### src/rtl/mem_access_sequencer_if.sv
// Request and RAM-handshake bundle for mem_access_sequencer.
interface mem_access_sequencer_if #(
  parameter int unsigned AW = 32,
  parameter int unsigned DW = 32,
  parameter int unsigned CW = 4
);
  // decoded request
  logic          Start;
  logic          L;
  logic          U;
  logic          P;
  logic          W;
  logic          B;
  logic [AW-1:0] Base;
  logic [AW-1:0] Offset;
  logic [CW-1:0] Count;
  logic [DW-1:0] StoreData;
  // RAM side
  logic [DW-1:0] MemDataIn;
  logic          Moc;
  logic          MFA;
  logic          MemRW;
  logic          MemSize;
  logic [AW-1:0] MemAddr;
  logic [DW-1:0] MemDataOut;
  // results
  logic [DW-1:0] LoadData;
  logic          LoadValid;
  logic [CW-1:0] WordIdx;
  logic          WbEn;
  logic [AW-1:0] WbAddr;
  logic          Busy;
  logic          Done;
  logic          Timeout;

  modport master (
    input  Start, L, U, P, W, B, Base, Offset, Count, StoreData, MemDataIn, Moc,
    output MFA, MemRW, MemSize, MemAddr, MemDataOut, LoadData, LoadValid,
           WordIdx, WbEn, WbAddr, Busy, Done, Timeout
  );

  modport slave (
    output Start, L, U, P, W, B, Base, Offset, Count, StoreData, MemDataIn, Moc,
    input  MFA, MemRW, MemSize, MemAddr, MemDataOut, LoadData, LoadValid,
           WordIdx, WbEn, WbAddr, Busy, Done, Timeout
  );
endinterface

### src/rtl/mem_access_sequencer.sv
// Single/block load-store sequencer driving an MFA/Moc RAM handshake.
module mem_access_sequencer #(
  parameter int unsigned AW      = 32,
  parameter int unsigned DW      = 32,
  parameter int unsigned CW      = 4,
  parameter int unsigned TIMEOUT = 15
) (
  input  logic                  Clk,
  input  logic                  Reset,
  mem_access_sequencer_if.master bus
);

  localparam int unsigned TW    = (TIMEOUT < 2) ? 1 : $clog2(TIMEOUT + 1);
  localparam int unsigned TLAST = (TIMEOUT == 0) ? 0 : TIMEOUT - 1;

  typedef enum logic [2:0] {
    S_IDLE, S_ISSUE, S_RELEASE, S_FINISH, S_ABORT
  } state_t;

  state_t        state;
  logic          req_l;
  logic          req_u;
  logic          req_wb;
  logic [CW-1:0] last_idx;
  logic [AW-1:0] wb_val;
  logic [TW-1:0] wcnt;

  logic [AW-1:0] oa_c;
  logic [CW-1:0] n_c;
  logic [AW-1:0] step_c;
  logic [AW-1:0] wb_c;

  // Request decode: offset address, word count, and final base writeback value.
  always_comb begin
    oa_c   = bus.U ? bus.Base + bus.Offset : bus.Base - bus.Offset;
    n_c    = (bus.B || bus.Count == '0) ? CW'(1) : bus.Count;
    step_c = AW'(n_c) << 2;
    wb_c   = (n_c == CW'(1)) ? oa_c
           : (bus.U ? bus.Base + step_c : bus.Base - step_c);
  end

  // Transfer FSM; every bus output is a register updated here.
  always_ff @(posedge Clk) begin
    if (!Reset) begin
      state          <= S_IDLE;
      req_l          <= 1'b0;
      req_u          <= 1'b0;
      req_wb         <= 1'b0;
      last_idx       <= '0;
      wb_val         <= '0;
      wcnt           <= '0;
      bus.MFA        <= 1'b0;
      bus.MemRW      <= 1'b0;
      bus.MemSize    <= 1'b0;
      bus.MemAddr    <= '0;
      bus.MemDataOut <= '0;
      bus.LoadData   <= '0;
      bus.LoadValid  <= 1'b0;
      bus.WordIdx    <= '0;
      bus.WbEn       <= 1'b0;
      bus.WbAddr     <= '0;
      bus.Busy       <= 1'b0;
      bus.Done       <= 1'b0;
      bus.Timeout    <= 1'b0;
    end else begin
      case (state)
        S_IDLE: begin
          if (bus.Start) begin
            req_l          <= bus.L;
            req_u          <= bus.U;
            req_wb         <= !bus.P || bus.W;
            last_idx       <= n_c - CW'(1);
            wb_val         <= wb_c;
            wcnt           <= '0;
            bus.MemAddr    <= bus.P ? oa_c : bus.Base;
            bus.MemDataOut <= DW'(bus.StoreData);
            bus.WordIdx    <= '0;
            bus.MFA        <= 1'b1;
            bus.MemRW      <= bus.L;
            bus.MemSize    <= bus.B;
            bus.Busy       <= 1'b1;
            state          <= S_ISSUE;
          end
        end
        S_ISSUE: begin
          // Moc is checked before the timeout so a same-cycle completion wins.
          if (bus.Moc) begin
            if (req_l) bus.LoadData <= DW'(bus.MemDataIn);
            bus.LoadValid <= req_l;
            bus.MFA       <= 1'b0;
            state         <= S_RELEASE;
          end else if (TIMEOUT != 0 && wcnt == TW'(TLAST)) begin
            bus.MFA     <= 1'b0;
            bus.Done    <= 1'b1;
            bus.Timeout <= 1'b1;
            state       <= S_ABORT;
          end else begin
            wcnt <= wcnt + TW'(1);
          end
        end
        S_RELEASE: begin
          // One MFA-low cycle so a level Moc is never counted twice.
          bus.LoadValid <= 1'b0;
          if (bus.WordIdx == last_idx) begin
            bus.Done   <= 1'b1;
            bus.WbEn   <= req_wb;
            bus.WbAddr <= wb_val;
            state      <= S_FINISH;
          end else begin
            bus.WordIdx    <= bus.WordIdx + CW'(1);
            bus.MemAddr    <= req_u ? bus.MemAddr + AW'(4) : bus.MemAddr - AW'(4);
            bus.MemDataOut <= DW'(bus.StoreData);
            bus.MFA        <= 1'b1;
            wcnt           <= '0;
            state          <= S_ISSUE;
          end
        end
        S_FINISH, S_ABORT: begin
          bus.Done    <= 1'b0;
          bus.WbEn    <= 1'b0;
          bus.Timeout <= 1'b0;
          bus.Busy    <= 1'b0;
          state       <= S_IDLE;
        end
        default: state <= S_IDLE;
      endcase
    end
  end

endmodule

### src/flat_wrapper.sv
// flat-port wrapper written by rule: the top's interface ports become plain ports
module mem_access_sequencer_flat 
#(
  parameter int unsigned AW      = 32,
  parameter int unsigned DW      = 32,
  parameter int unsigned CW      = 4,
  parameter int unsigned TIMEOUT = 15
)
  (Clk, Reset, bus_Start, bus_L, bus_U, bus_P, bus_W, bus_B, bus_Base, bus_Offset, bus_Count, bus_StoreData, bus_MemDataIn, bus_Moc, bus_MFA, bus_MemRW, bus_MemSize, bus_MemAddr, bus_MemDataOut, bus_LoadData, bus_LoadValid, bus_WordIdx, bus_WbEn, bus_WbAddr, bus_Busy, bus_Done, bus_Timeout);
  mem_access_sequencer_if #(.AW(AW), .DW(DW), .CW(CW)) bus_i ();
  input  logic Clk;
  input  logic Reset;
  input wire logic [$bits(bus_i.Start)-1:0] bus_Start;
  input wire logic [$bits(bus_i.L)-1:0] bus_L;
  input wire logic [$bits(bus_i.U)-1:0] bus_U;
  input wire logic [$bits(bus_i.P)-1:0] bus_P;
  input wire logic [$bits(bus_i.W)-1:0] bus_W;
  input wire logic [$bits(bus_i.B)-1:0] bus_B;
  input wire logic [$bits(bus_i.Base)-1:0] bus_Base;
  input wire logic [$bits(bus_i.Offset)-1:0] bus_Offset;
  input wire logic [$bits(bus_i.Count)-1:0] bus_Count;
  input wire logic [$bits(bus_i.StoreData)-1:0] bus_StoreData;
  input wire logic [$bits(bus_i.MemDataIn)-1:0] bus_MemDataIn;
  input wire logic [$bits(bus_i.Moc)-1:0] bus_Moc;
  output wire logic [$bits(bus_i.MFA)-1:0] bus_MFA;
  output wire logic [$bits(bus_i.MemRW)-1:0] bus_MemRW;
  output wire logic [$bits(bus_i.MemSize)-1:0] bus_MemSize;
  output wire logic [$bits(bus_i.MemAddr)-1:0] bus_MemAddr;
  output wire logic [$bits(bus_i.MemDataOut)-1:0] bus_MemDataOut;
  output wire logic [$bits(bus_i.LoadData)-1:0] bus_LoadData;
  output wire logic [$bits(bus_i.LoadValid)-1:0] bus_LoadValid;
  output wire logic [$bits(bus_i.WordIdx)-1:0] bus_WordIdx;
  output wire logic [$bits(bus_i.WbEn)-1:0] bus_WbEn;
  output wire logic [$bits(bus_i.WbAddr)-1:0] bus_WbAddr;
  output wire logic [$bits(bus_i.Busy)-1:0] bus_Busy;
  output wire logic [$bits(bus_i.Done)-1:0] bus_Done;
  output wire logic [$bits(bus_i.Timeout)-1:0] bus_Timeout;
  assign bus_i.Start = bus_Start;
  assign bus_i.L = bus_L;
  assign bus_i.U = bus_U;
  assign bus_i.P = bus_P;
  assign bus_i.W = bus_W;
  assign bus_i.B = bus_B;
  assign bus_i.Base = bus_Base;
  assign bus_i.Offset = bus_Offset;
  assign bus_i.Count = bus_Count;
  assign bus_i.StoreData = bus_StoreData;
  assign bus_i.MemDataIn = bus_MemDataIn;
  assign bus_i.Moc = bus_Moc;
  assign bus_MFA = bus_i.MFA;
  assign bus_MemRW = bus_i.MemRW;
  assign bus_MemSize = bus_i.MemSize;
  assign bus_MemAddr = bus_i.MemAddr;
  assign bus_MemDataOut = bus_i.MemDataOut;
  assign bus_LoadData = bus_i.LoadData;
  assign bus_LoadValid = bus_i.LoadValid;
  assign bus_WordIdx = bus_i.WordIdx;
  assign bus_WbEn = bus_i.WbEn;
  assign bus_WbAddr = bus_i.WbAddr;
  assign bus_Busy = bus_i.Busy;
  assign bus_Done = bus_i.Done;
  assign bus_Timeout = bus_i.Timeout;
  mem_access_sequencer #(.AW(AW), .DW(DW), .CW(CW), .TIMEOUT(TIMEOUT)) u_core (.Clk(Clk), .Reset(Reset), .bus(bus_i));
endmodule
### config.mk
export PLATFORM = sky130hd
export DESIGN_NAME = mem_access_sequencer_flat
export DESIGN_NICKNAME = d
export VERILOG_FILES = /design/src/rtl/mem_access_sequencer_if.sv /design/src/rtl/mem_access_sequencer.sv /design/src/flat_wrapper.sv
export SDC_FILE = /design/constraint.sdc
export NUM_CORES = 1
export LEC_CHECK = 0
export CAP_MARGIN = 25
export CELL_PAD_IN_SITES_DETAIL_PLACEMENT = 1
export CELL_PAD_IN_SITES_GLOBAL_PLACEMENT = 1
export CORE_MARGIN = 10
export CORE_UTILIZATION = 37
export CTS_BUF_LIST = sky130_fd_sc_hd__clkbuf_8 sky130_fd_sc_hd__clkbuf_16
export CTS_CLUSTER_SIZE = 12
export DETAILED_ROUTE_END_ITERATION = 16
export MAX_ROUTING_LAYER = met4
export PLACE_DENSITY_LB_ADDON = 0.1
export SLEW_MARGIN = 20
export SYNTH_ARGS = -nofsm -noshare
export SYNTH_HDL_FRONTEND = slang
export SYNTH_SLANG_ARGS = --single-unit
### constraint.sdc
create_clock -name Clk -period 6 [get_ports Clk]
set_input_delay 1.2 -clock Clk [delete_from_list [all_inputs] [get_ports Clk]]
set_output_delay 1.2 -clock Clk [all_outputs]
set_load 0.02 [all_outputs]
# Yosys cells after proc, flatten, opt, wreduce, memory -nomap -nowiden
# Cells that the tools add are included.
[classes]
add_sub_neg = 9
n_mul = 0
n_div = 0
magnitude_cmp = 0
eq_ne = 15
shift = 0
n_mux = 39
bitwise = 0
reduce_logical = 25
[ops]
columns = ["op", "count"]
rows = [
  ["2-to-1 mux 32 bit", 9],
  ["one-hot mux 32 bit (2 select lines)", 2],
  ["adder 32 x 3 -> 32 bit (second input constant)", 1],
  ["adder 32 bit", 1],
  ["adder 32 x 6 -> 32 bit", 1],
  ["subtractor 32 x 3 -> 32 bit (second input constant)", 1],
  ["subtractor 32 bit", 1],
  ["subtractor 32 x 6 -> 32 bit", 1],
  ["2-to-1 mux 4 bit", 6],
  ["one-hot mux 4 bit (3 select lines)", 1],
  ["AND reduction 2 bit", 6],
  ["!= test 2 bit (second input constant)", 5],
  ["nonzero test 2 bit", 5],
  ["2-to-1 mux 1 bit", 9],
  ["2-to-1 mux 3 bit", 3],
  ["one-hot mux 3 bit (3 select lines)", 1],
  ["AND reduction 3 bit", 3],
  ["adder 4 x 1 -> 4 bit (second input constant)", 2],
  ["one-hot mux 1 bit (2 select lines)", 4],
  ["one-hot mux 4 bit (2 select lines)", 1],
  ["AND reduction 4 bit", 2],
  ["equality test 3 x 2 -> 1 bit (second input constant)", 2],
  ["one-hot mux 1 bit (3 select lines)", 2],
  ["nonzero test 3 bit", 2],
  ["other kinds (15)", 17],
]
[word_totals]
regBits = 185
latch_bits = 0
ramBits = 0
mem_bits_ro = 0
inputBits = 141
out_inout_bits = 140
mem_count = 0

# Longest topological paths before layout
# Gate-level depths: netlist (run 1).
[depth]
depth_word = 6
ltp_mapped = 21
mapped_depth_nobuf = 20

# Worst setup path after synthesis (run 1)
# Ideal clock, no wire load.
[synth_timing]
path_kind = "input to register"
start = "in bus_Offset[4]"
end = "reg u_core.bus.MemAddr[28]"
setup_ns = 0.074
t_arrival_ns = 4.624
setup_slack_ns = 1.302
stages = 20
n_path_buf = 1
cell_sequence = "nor4_1 > and2_1 > and2_1 > nand2_1 > nor2_1 > nand2_1 > nor2_1 > nor2_1 > xor2_1 > ha_1 > clkbuf_1 > nand2_1 > nor3_1 > a211oi_1 > o21ai_0 > a31oi_1 > or3_1 > a2bb2oi_1 > a311o_1 > a31oi_1"
[synth_between]
elab_chain_len = 5
word_cells_on_any_way = 6
classes_between = "2 x add/sub; 4 x mux"
[synth_lines]
columns = ["element", "line_no", "source"]
rows = [
  ["start, declared", "flat_wrapper.sv:20", "input wire logic [$bits(bus_i.Offset)-1:0] bus_Offset;"],
  ["subtractor 32 bit or adder 32 bit (tied branches)", "mem_access_sequencer.sv:35", "oa_c = bus.U ? bus.Base + bus.Offset : bus.Base - bus.Offset;"],
  ["2-to-1 mux 32 bit *", "mem_access_sequencer.sv:35", ""],
  ["2-to-1 mux 32 bit *", "mem_access_sequencer.sv:75", "bus.MemAddr <= bus.P ? oa_c : bus.Base;"],
  ["2-to-1 mux 32 bit *", "mem_access_sequencer.sv:68", "if (bus.Start) begin"],
  ["one-hot mux 32 bit (2 select lines) *", "mem_access_sequencer.sv:66", "case (state)"],
  ["end signal, assigned", "mem_access_sequencer.sv:75", ""],
  ["end signal, assigned", "mem_access_sequencer.sv:111", "bus.MemAddr <= req_u ? bus.MemAddr + AW'(4) : bus.MemAddr - AW'(4);"],
  ["end, declared", "mem_access_sequencer_if.sv:38", "output MFA, MemRW, MemSize, MemAddr, MemDataOut, LoadData, LoadValid,"],
]
# Every way passes the cells marked *; elsewhere a longest branch is shown, timed or not. The select of a mux whose other input is x is not followed.
# A chain may end at the register's enable or synchronous reset.

# Worst setup path in the final report (run 1)
[layout_timing]
start = "in bus_Offset[2]"
end = "reg u_core.bus.MemAddr[28]"
# The elaborated chain is that of the path after synthesis.

==> summary.md, run 1 <==
| Metric | Value |
|---|---|
| Status | `finished clean` |
| Synth Cell Area | `between 10,000 and 15,000 sq um` |
| Gpl congestion | `1.017` |
| Synth top area cells | `dfxtp_1 29%, ha_1 9.3%, a21oi_1 9.0%` |
| Wl on met1 | `24,840 microns` |
| CP Data Required Time | `~6.4 ns` |
| Final cell count without fillers | `2,386` |
| Critical-path cell list | `clkdlybuf4s50_1, nor4_1, buf_4, and2_1, and2_1, nand2_1, nor2_1, nand2_1, nor2_1, nor2_1, xor2_1, ha_1, nand2_1, nor3_1, a211oi_1, o21ai_0, a31oi_1, or3_1, a2bb2oi_1, a311o_1, a31oi_1` |
| Seq cells post-synth | `185` |
| Final hold viol count | `0` |
| Sequential power share | `31.9%` |
| Layout cells sized above 1 | `a little over 5%` |
| Die Width | `205.8 microns` |
| Post-synthesis area per instance | `7.596 sq um` |
| Design Power | `approximately 4.4 mW` |
| Synth Flop Type | `dfxtp_1` |
| # clock sinks | `about 190` |
| Placed cells | `2,352` |
| Highest routed layer | `met4` |
| WL per Instance | `~22 microns` |
| Core area | `~34,000 sq um` |
| Family with the most delay on the worst path | `simple AND/OR/NAND/NOR gates` |
| Post-Synthesis Cells | `1,682` |
| Initial Util | `37.82%` |
| NumNets Final | `2,163` |
| Crit path DAT | `5.59 ns` |
| Initial antenna violation count | `1` |
| Clock power frac | `roughly 25%` |
| CTS tree | `done` |
| All-layer global routing usage | `24.45%` |
| PostCTS Resize Cnt | `0` |
| Compound-cell area share of the yosys netlist | `around 28%` |
| Post-synth top cells | `307 x nand2_1, 231 x a21oi_1, 185 x dfxtp_1` |
| Largest net degree at the start of global routing | `59` |
| Setup crit end kind | `flip-flop` |
| Simple-Gate Fraction of Synth Area | `about a fifth` |
| Slew headroom | `a little under half` |
| Via density | `5.630` |
| Routed via count | `approximately 13,000` |
| Most common cell in the netlist | `nand2_1` |
| Synthesized Nets | `a little under 2,000` |
| Setup CP Type | `primary input to flip-flop` |
| CTS Hold Bufs | `0` |
| Fraction of registers with async set/reset | `0%` |
| Lkg Pwr | `about 6.5 nW` |
| DRT antenna net count | `0` |
| H-tree Lvls | `4` |
| Max Transition Viols Final | `0` |
| Port buffer count | `280` |
| Post-synthesis mux area share | `2.115%` |
| Pwr/cell area | `about 260 nW/um^2` |
| Slew of the pin with the lowest slew margin | `between 0.8 and 0.9 ns` |
| Startpoint types | `primary input` |
| 1st-iter DRT viols | `737` |
| CP max stage delay | `0.49 ns` |
| Drt first pass iters | `7` |
| Switch Pwr | `1.736 mW` |
| Post-route DRC | `0` |
| Post-layout minimum cycle time | `5.214 ns` |
| Die area | `42,370 sq um` |
| Area growth syn-to-layout | `29.76%` |
| Post-CTS Setup Inserts | `0` |
| Final hold slack | `about 0.45 ns` |
| Vias in the first global route | `13,299` |
| Final design utilization | `approximately 49%` |
| Yosys warning count | `0` |
| Post-synth top area share | `28.99%` |
| Row cnt | `67` |
| Die Ht | `205.8 microns` |
| Hold Crit Class | `flip-flop to flip-flop` |
| Top-Level Pins | `281` |
| Comb power frac | `43.0%` |
| Synth Area in Adders | `9.773%` |
| Leading area contributor after synthesis | `dfxtp_1` |
| DR WL met2 | `22,270 microns` |
| Worst-skew pair later-pin latency | `0.45 ns` |
| Number of synthesized flops with an enable pin | `0` |
| Final wirelength | `51,930 microns` |
| Max_cap viols | `0` |
| First-pass GRT wire length | `78,780 microns` |
| Xor/xnor cell area share of the yosys netlist | `roughly 8.0%` |
| CP max FO | `7` |
| Final Setup Violations | `0` |
| Largest family of logic cells by synthesized area | `compound AO/OA/AOI/OAI gates` |
| Sequential cell area fraction in the yosys report | `28.99%` |
| Fin crit share | `86.90%` |
| Cell Int Power | `2.650 mW` |
| Overflow after GRT | `0` |
| Unique masters post-synth | `78` |
| Worst Skew | `0.01111 ns` |
| Worst-path clk slew | `approximately 0.07 ns` |
| WL met3 | `3020 microns` |
| Setup TNS | `0 ns` |
| CP max-delay cell | `clkdlybuf4s50_1` |
| CTS root buf | `clkbuf_16` |
| Switch share | `39.58%` |
| RSZ-0062 raised after global routing | `no` |
| HPWL Detailed | `41,480 microns` |
| F_max | `191.8 MHz` |
| Peak supply drop | `between 0.2 and 0.25 mV` |
| Maximum root-to-sink buffer count | `2` |
| CTS Buf Count | `17` |
| Crit path buffers/inverters | `2` |
==> worst paths after layout <==
check	startpoint	to	slack, ns	cells after the start
min reg2reg	u_core.wb_val[20]	u_core.bus.WbAddr[20]	0.45	2
min	u_core.wb_val[20]	u_core.bus.WbAddr[20]	0.45	2
max reg2reg	u_core.req_u	u_core.bus.MemAddr[30]	2.25	12
max	bus_Offset[2]	u_core.bus.MemAddr[28]	0.79	21
==> flip-flops by register name, summed over array words and instances (netlist names), 3 cells and up <==
name	count
u_core.state	3
u_core.bus.MemDataOut	32
u_core.wcnt	4
u_core.bus.WordIdx	4
u_core.bus.LoadData	32
u_core.bus.WbAddr	32
u_core.last_idx	4
u_core.wb_val	32
u_core.bus.MemAddr	32
==> stage by stage <==
step	worst slack, ns	instance area [sq um]
2_1_floorplan	1.302	12780
4_1_cts	0.7556	16560
6_report	0.7858	16580
3_5_place_dp	0.2906	16010
3_3_place_gp	0.3057	16010
5_1_grt	0.5105	16580
==> cell type report <==
cell class | instances | area [sq um]
antenna | 1 | 2.502
clock buffer | 17 | 425.4
clock inverter | 15 | 127.6
fill | 4143 | 17200
inverter | 32 | 122.6
multi-input combinational | 1382 | 8637
sequential | 185 | 3704
tap | 448 | 560.5
timing repair buffer | 306 | 3000
==> cell families (layout without fill, tap and decap cells) <==
kind of cell | after synthesis | after routing
simple gates | 587 | 587
compound gates | 554 | 554
flops | 185 | 185
xor+xnor | 117 | 117
buf+inv | 115 | 370
fa+ha+maj | 98 | 98
mux | 26 | 26
other cells | 0 | 1
==> routing by layer <==
metal  GRT usage, %  vias to the layer above
li1               -                     6528
met1          32.21                     6452
met2          36.16                      382
met3          5.064                       72
met4          9.148                        0
met5              -                        -
==> tightest hold or removal path: stages, from the launching register on <==
cell	delay, ns
dfxtp_1	0.31
nand2_1	0.05
a21oi_1	0.05
==> power by group through the flow <==
stage / clock, mW / combinational, mW / sequential, mW
5_1_grt: 1.18 / 2.06 / 1.41
3_3_place_gp: 0 / 1.84 / 1.42
6_report: 1.10 / 1.89 / 1.40
3_5_place_dp: 0 / 1.86 / 1.43
2_1_floorplan: 0 / 1.15 / 1.46
4_1_cts: 1.13 / 1.87 / 1.40
==> layout by cell type, fill, tap and decap left out, types with 10 or more instances in the layout <==
master,netlist,final
a211oi_1,24,24
a21o_1,45,45
a21oi_1,231,231
a31oi_1,30,30
and2_1,14,14
and3_1,13,13
buf_4,1,25
clkbuf_16,0,17
clkdlybuf4s50_1,0,279
dfxtp_1,185,185
ha_1,95,95
inv_1,31,33
mux2i_1,18,18
nand2_1,307,306
nand2b_1,11,11
nand3_1,27,27
nand4_1,12,12
nor2_1,128,127
nor2b_1,12,12
nor3_1,34,34
o211ai_1,12,12
o21a_1,14,14
o21ai_0,76,76
o21bai_1,10,10
xnor2_1,56,56
xor2_1,61,61
Power figures use the tool's default switching activity.
==> inputs of run 2 (changes only) <==
--- a/config.mk
+++ b/config.mk
@@ -9,7 +9,7 @@
 export CELL_PAD_IN_SITES_DETAIL_PLACEMENT = 1
 export CELL_PAD_IN_SITES_GLOBAL_PLACEMENT = 1
 export CORE_MARGIN = 10
-export CORE_UTILIZATION = 37
+export CORE_UTILIZATION = 25
 export CTS_BUF_LIST = sky130_fd_sc_hd__clkbuf_8 sky130_fd_sc_hd__clkbuf_16
 export CTS_CLUSTER_SIZE = 12
 export DETAILED_ROUTE_END_ITERATION = 16
==> summary.md, run 2 (synthesized netlist as in run 1, its figures left out) <==
| Metric | Value |
|---|---|
| Area growth syn-to-layout | `33.07%` |
| Status | `finished clean` |
| Final hold viol count | `0` |
| Reg2reg path depth | `12` |
| CTS Buf Count | `17` |
| Hold depth | `2` |
| Initial Util | `25.36%` |
| Slew of the pin with the lowest slew margin | `0.9224 ns` |
| RSZ-0062 raised after global routing | `no` |
| Most frequent cells in the layout | `307 x nand2_1, 279 x clkdlybuf4s50_1, 231 x a21oi_1, 185 x dfxtp_1, 127 x nor2_1` |
| HP Start | `u_core.wb_val[0]` |
| Reg-to-Reg End | `u_core.bus.MemAddr[29]` |
| Slew headroom | `38.47%` |
| Top-Level Pins | `281` |
| WL per Instance | `22.10 microns` |
| Setup TNS | `0 ns` |
| CTS tree | `done` |
| DRT antenna net count | `0` |
| Port buffer count | `280` |
| Layout cells sized above 1 | `5.749%` |
| Fin crit share | `88.61%` |
| Die area | `60,550 sq um` |
| Drt first pass iters | `7` |
| Maximum root-to-sink buffer count | `2` |
| Worst-skew pair later-pin latency | `0.50 ns` |
| Post-layout minimum cycle time | `5.316 ns` |
| All-layer global routing usage | `between 10% and 20%` |
| Initial antenna violation count | `2` |
| Startpoint types | `primary input` |
| CP Data Required Time | `6.42 ns` |
| Vias in the first global route | `13,737` |
| Max_cap viols | `0` |
| Flop2flop setup slack | `2.51 ns` |
| Hold endpoint | `u_core.bus.WbAddr[0]` |
| Multi-input logic area | `8636 sq um` |
| CTS Hold Bufs | `0` |
| HPWL Detailed | `46,320 microns` |
| Die Ht | `between 200 and 250 microns` |
| PostCTS Resize Cnt | `0` |
| Setup CP Type | `primary input to flip-flop` |
| Via density | `5.046` |
| CTS root buf | `clkbuf_16` |
| Peak supply drop | `0.2395 mV` |
| First-pass GRT wire length | `between 80,000 and 90,000 microns` |
| Worst Skew | `0.01859 ns` |
| # clock sinks | `185` |
| Fillers | `6,066` |
| Routed via count | `13,231` |
| F_max | `188.1 MHz` |
| Post-route DRC | `0` |
| Lkg Pwr | `6.556 nW` |
| H-tree Lvls | `4` |
| Design Power | `4.510 mW` |
| Core area | `50,380 sq um` |
| CP max FO | `7` |
| Placed cells | `2,588` |
| NumNets Final | `2,174` |
| Max Transition Viols Final | `0` |
| Pwr/cell area | `265.3 nW/um^2` |
| Final wirelength | `57,950 microns` |
| Final cell count without fillers | `2,622` |
| Overflow after GRT | `0` |
| Gpl congestion | `0.8587` |
| Worst-path clk slew | `0.08 ns` |
| Commonest non-fill, non-tap cell in the layout | `nand2_1` |
| Critical R2R Launch | `u_core.req_u` |
| Hold Crit Class | `flip-flop to flip-flop` |
| Crit path DAT | `5.74 ns` |
| Post-CTS Setup Inserts | `0` |
| Register area | `3704 sq um` |
| Final Setup Violations | `0` |
| Largest net degree at the start of global routing | `59` |
| Row cnt | `around 80` |
| Die Width | `246.1 microns` |
| Setup crit end kind | `flip-flop` |
| 1st-iter DRT viols | `731` |
## run 2: through the flow
step                      hold slack, ns  util (%)  cell area (sq um)  setup slack [ns]
after floorplan                   0.4288         -              12780             1.302
after global placement            0.4388     32.51              16380            0.3186
after detailed placement          0.4477     32.51              16380            0.2563
after CTS                         0.4588     33.74              17000            0.7701
after global routing              0.4706     33.75              17000            0.2699
final                             0.4543     33.75              17000            0.6836
## run 2: power breakdown
| part | internal [mW] | switching, mW | leakage, nW |
|---|---|---|---|
| registers | 1.32 | 0.0774 | 1.51 |
| clock network | 0.643 | 0.592 | 0.307 |
| logic | 0.767 | 1.11 | 4.74 |
## run 2: worst max path at each step
stage                               from                     end  slack [ns]  cells past startpoint
final                      bus_Offset[2]  u_core.bus.MemAddr[28]        0.68                     21
after global routing       bus_Offset[2]  u_core.bus.MemAddr[30]        0.27                     20
after CTS                  bus_Offset[2]  u_core.bus.MemAddr[28]        0.77                     21
after detailed placement  bus_Offset[10]  u_core.bus.MemAddr[30]        0.26                     19
after global placement     bus_Offset[2]  u_core.bus.MemAddr[28]        0.32                     21
after floorplan            bus_Offset[4]  u_core.bus.MemAddr[28]        1.30                     20
## run 2: layout make-up
class,instances,share of cell area [%]
Multi-Input combinational cell,1382,50.79
Sequential cell,185,21.78
Timing Repair Buffer,317,18.09
Tap cell,672,4.945
Clock buffer,18,2.583
Clock inverter,14,1.060
Inverter,32,0.7212
Antenna cell,2,0.02944
## run 2: critical path, cell delays in order
cell,delay [ns]
clkdlybuf4s50_1,0.50
nor4_1,0.35
buf_4,0.21
and2_1,0.30
and2_1,0.26
nand2_1,0.07
nor2_1,0.16
nand2_1,0.13
nor2_1,0.15
nor2_1,0.07
xor2_1,0.16
ha_1,0.44
nand2_1,0.14
nor3_1,0.21
a211oi_1,0.07
o21ai_0,0.16
a31oi_1,0.15
or3_1,0.33
a2bb2oi_1,0.18
a311o_1,0.37
a31oi_1,0.13
## run 2: metal layers
layer / track usage, % / share of wire, % / wire [microns]
met5: - / 0 / 0
met4: 5.791 / 2.0 / 1185
met3: 3.625 / 4.0 / 2324
met2: 32.24 / 49 / 28170
met1: 23.52 / 45 / 26270
==> inputs of run 3 (changes only) <==
--- a/config.mk
+++ b/config.mk
@@ -5,6 +5,7 @@
 export SDC_FILE = /design/constraint.sdc
 export NUM_CORES = 1
 export LEC_CHECK = 0
+export ABC_AREA = 0
 export CAP_MARGIN = 25
 export CELL_PAD_IN_SITES_DETAIL_PLACEMENT = 1
 export CELL_PAD_IN_SITES_GLOBAL_PLACEMENT = 1
==> results of run 3 <==
Final layout, timing and power as in run 2 (identical DEF).
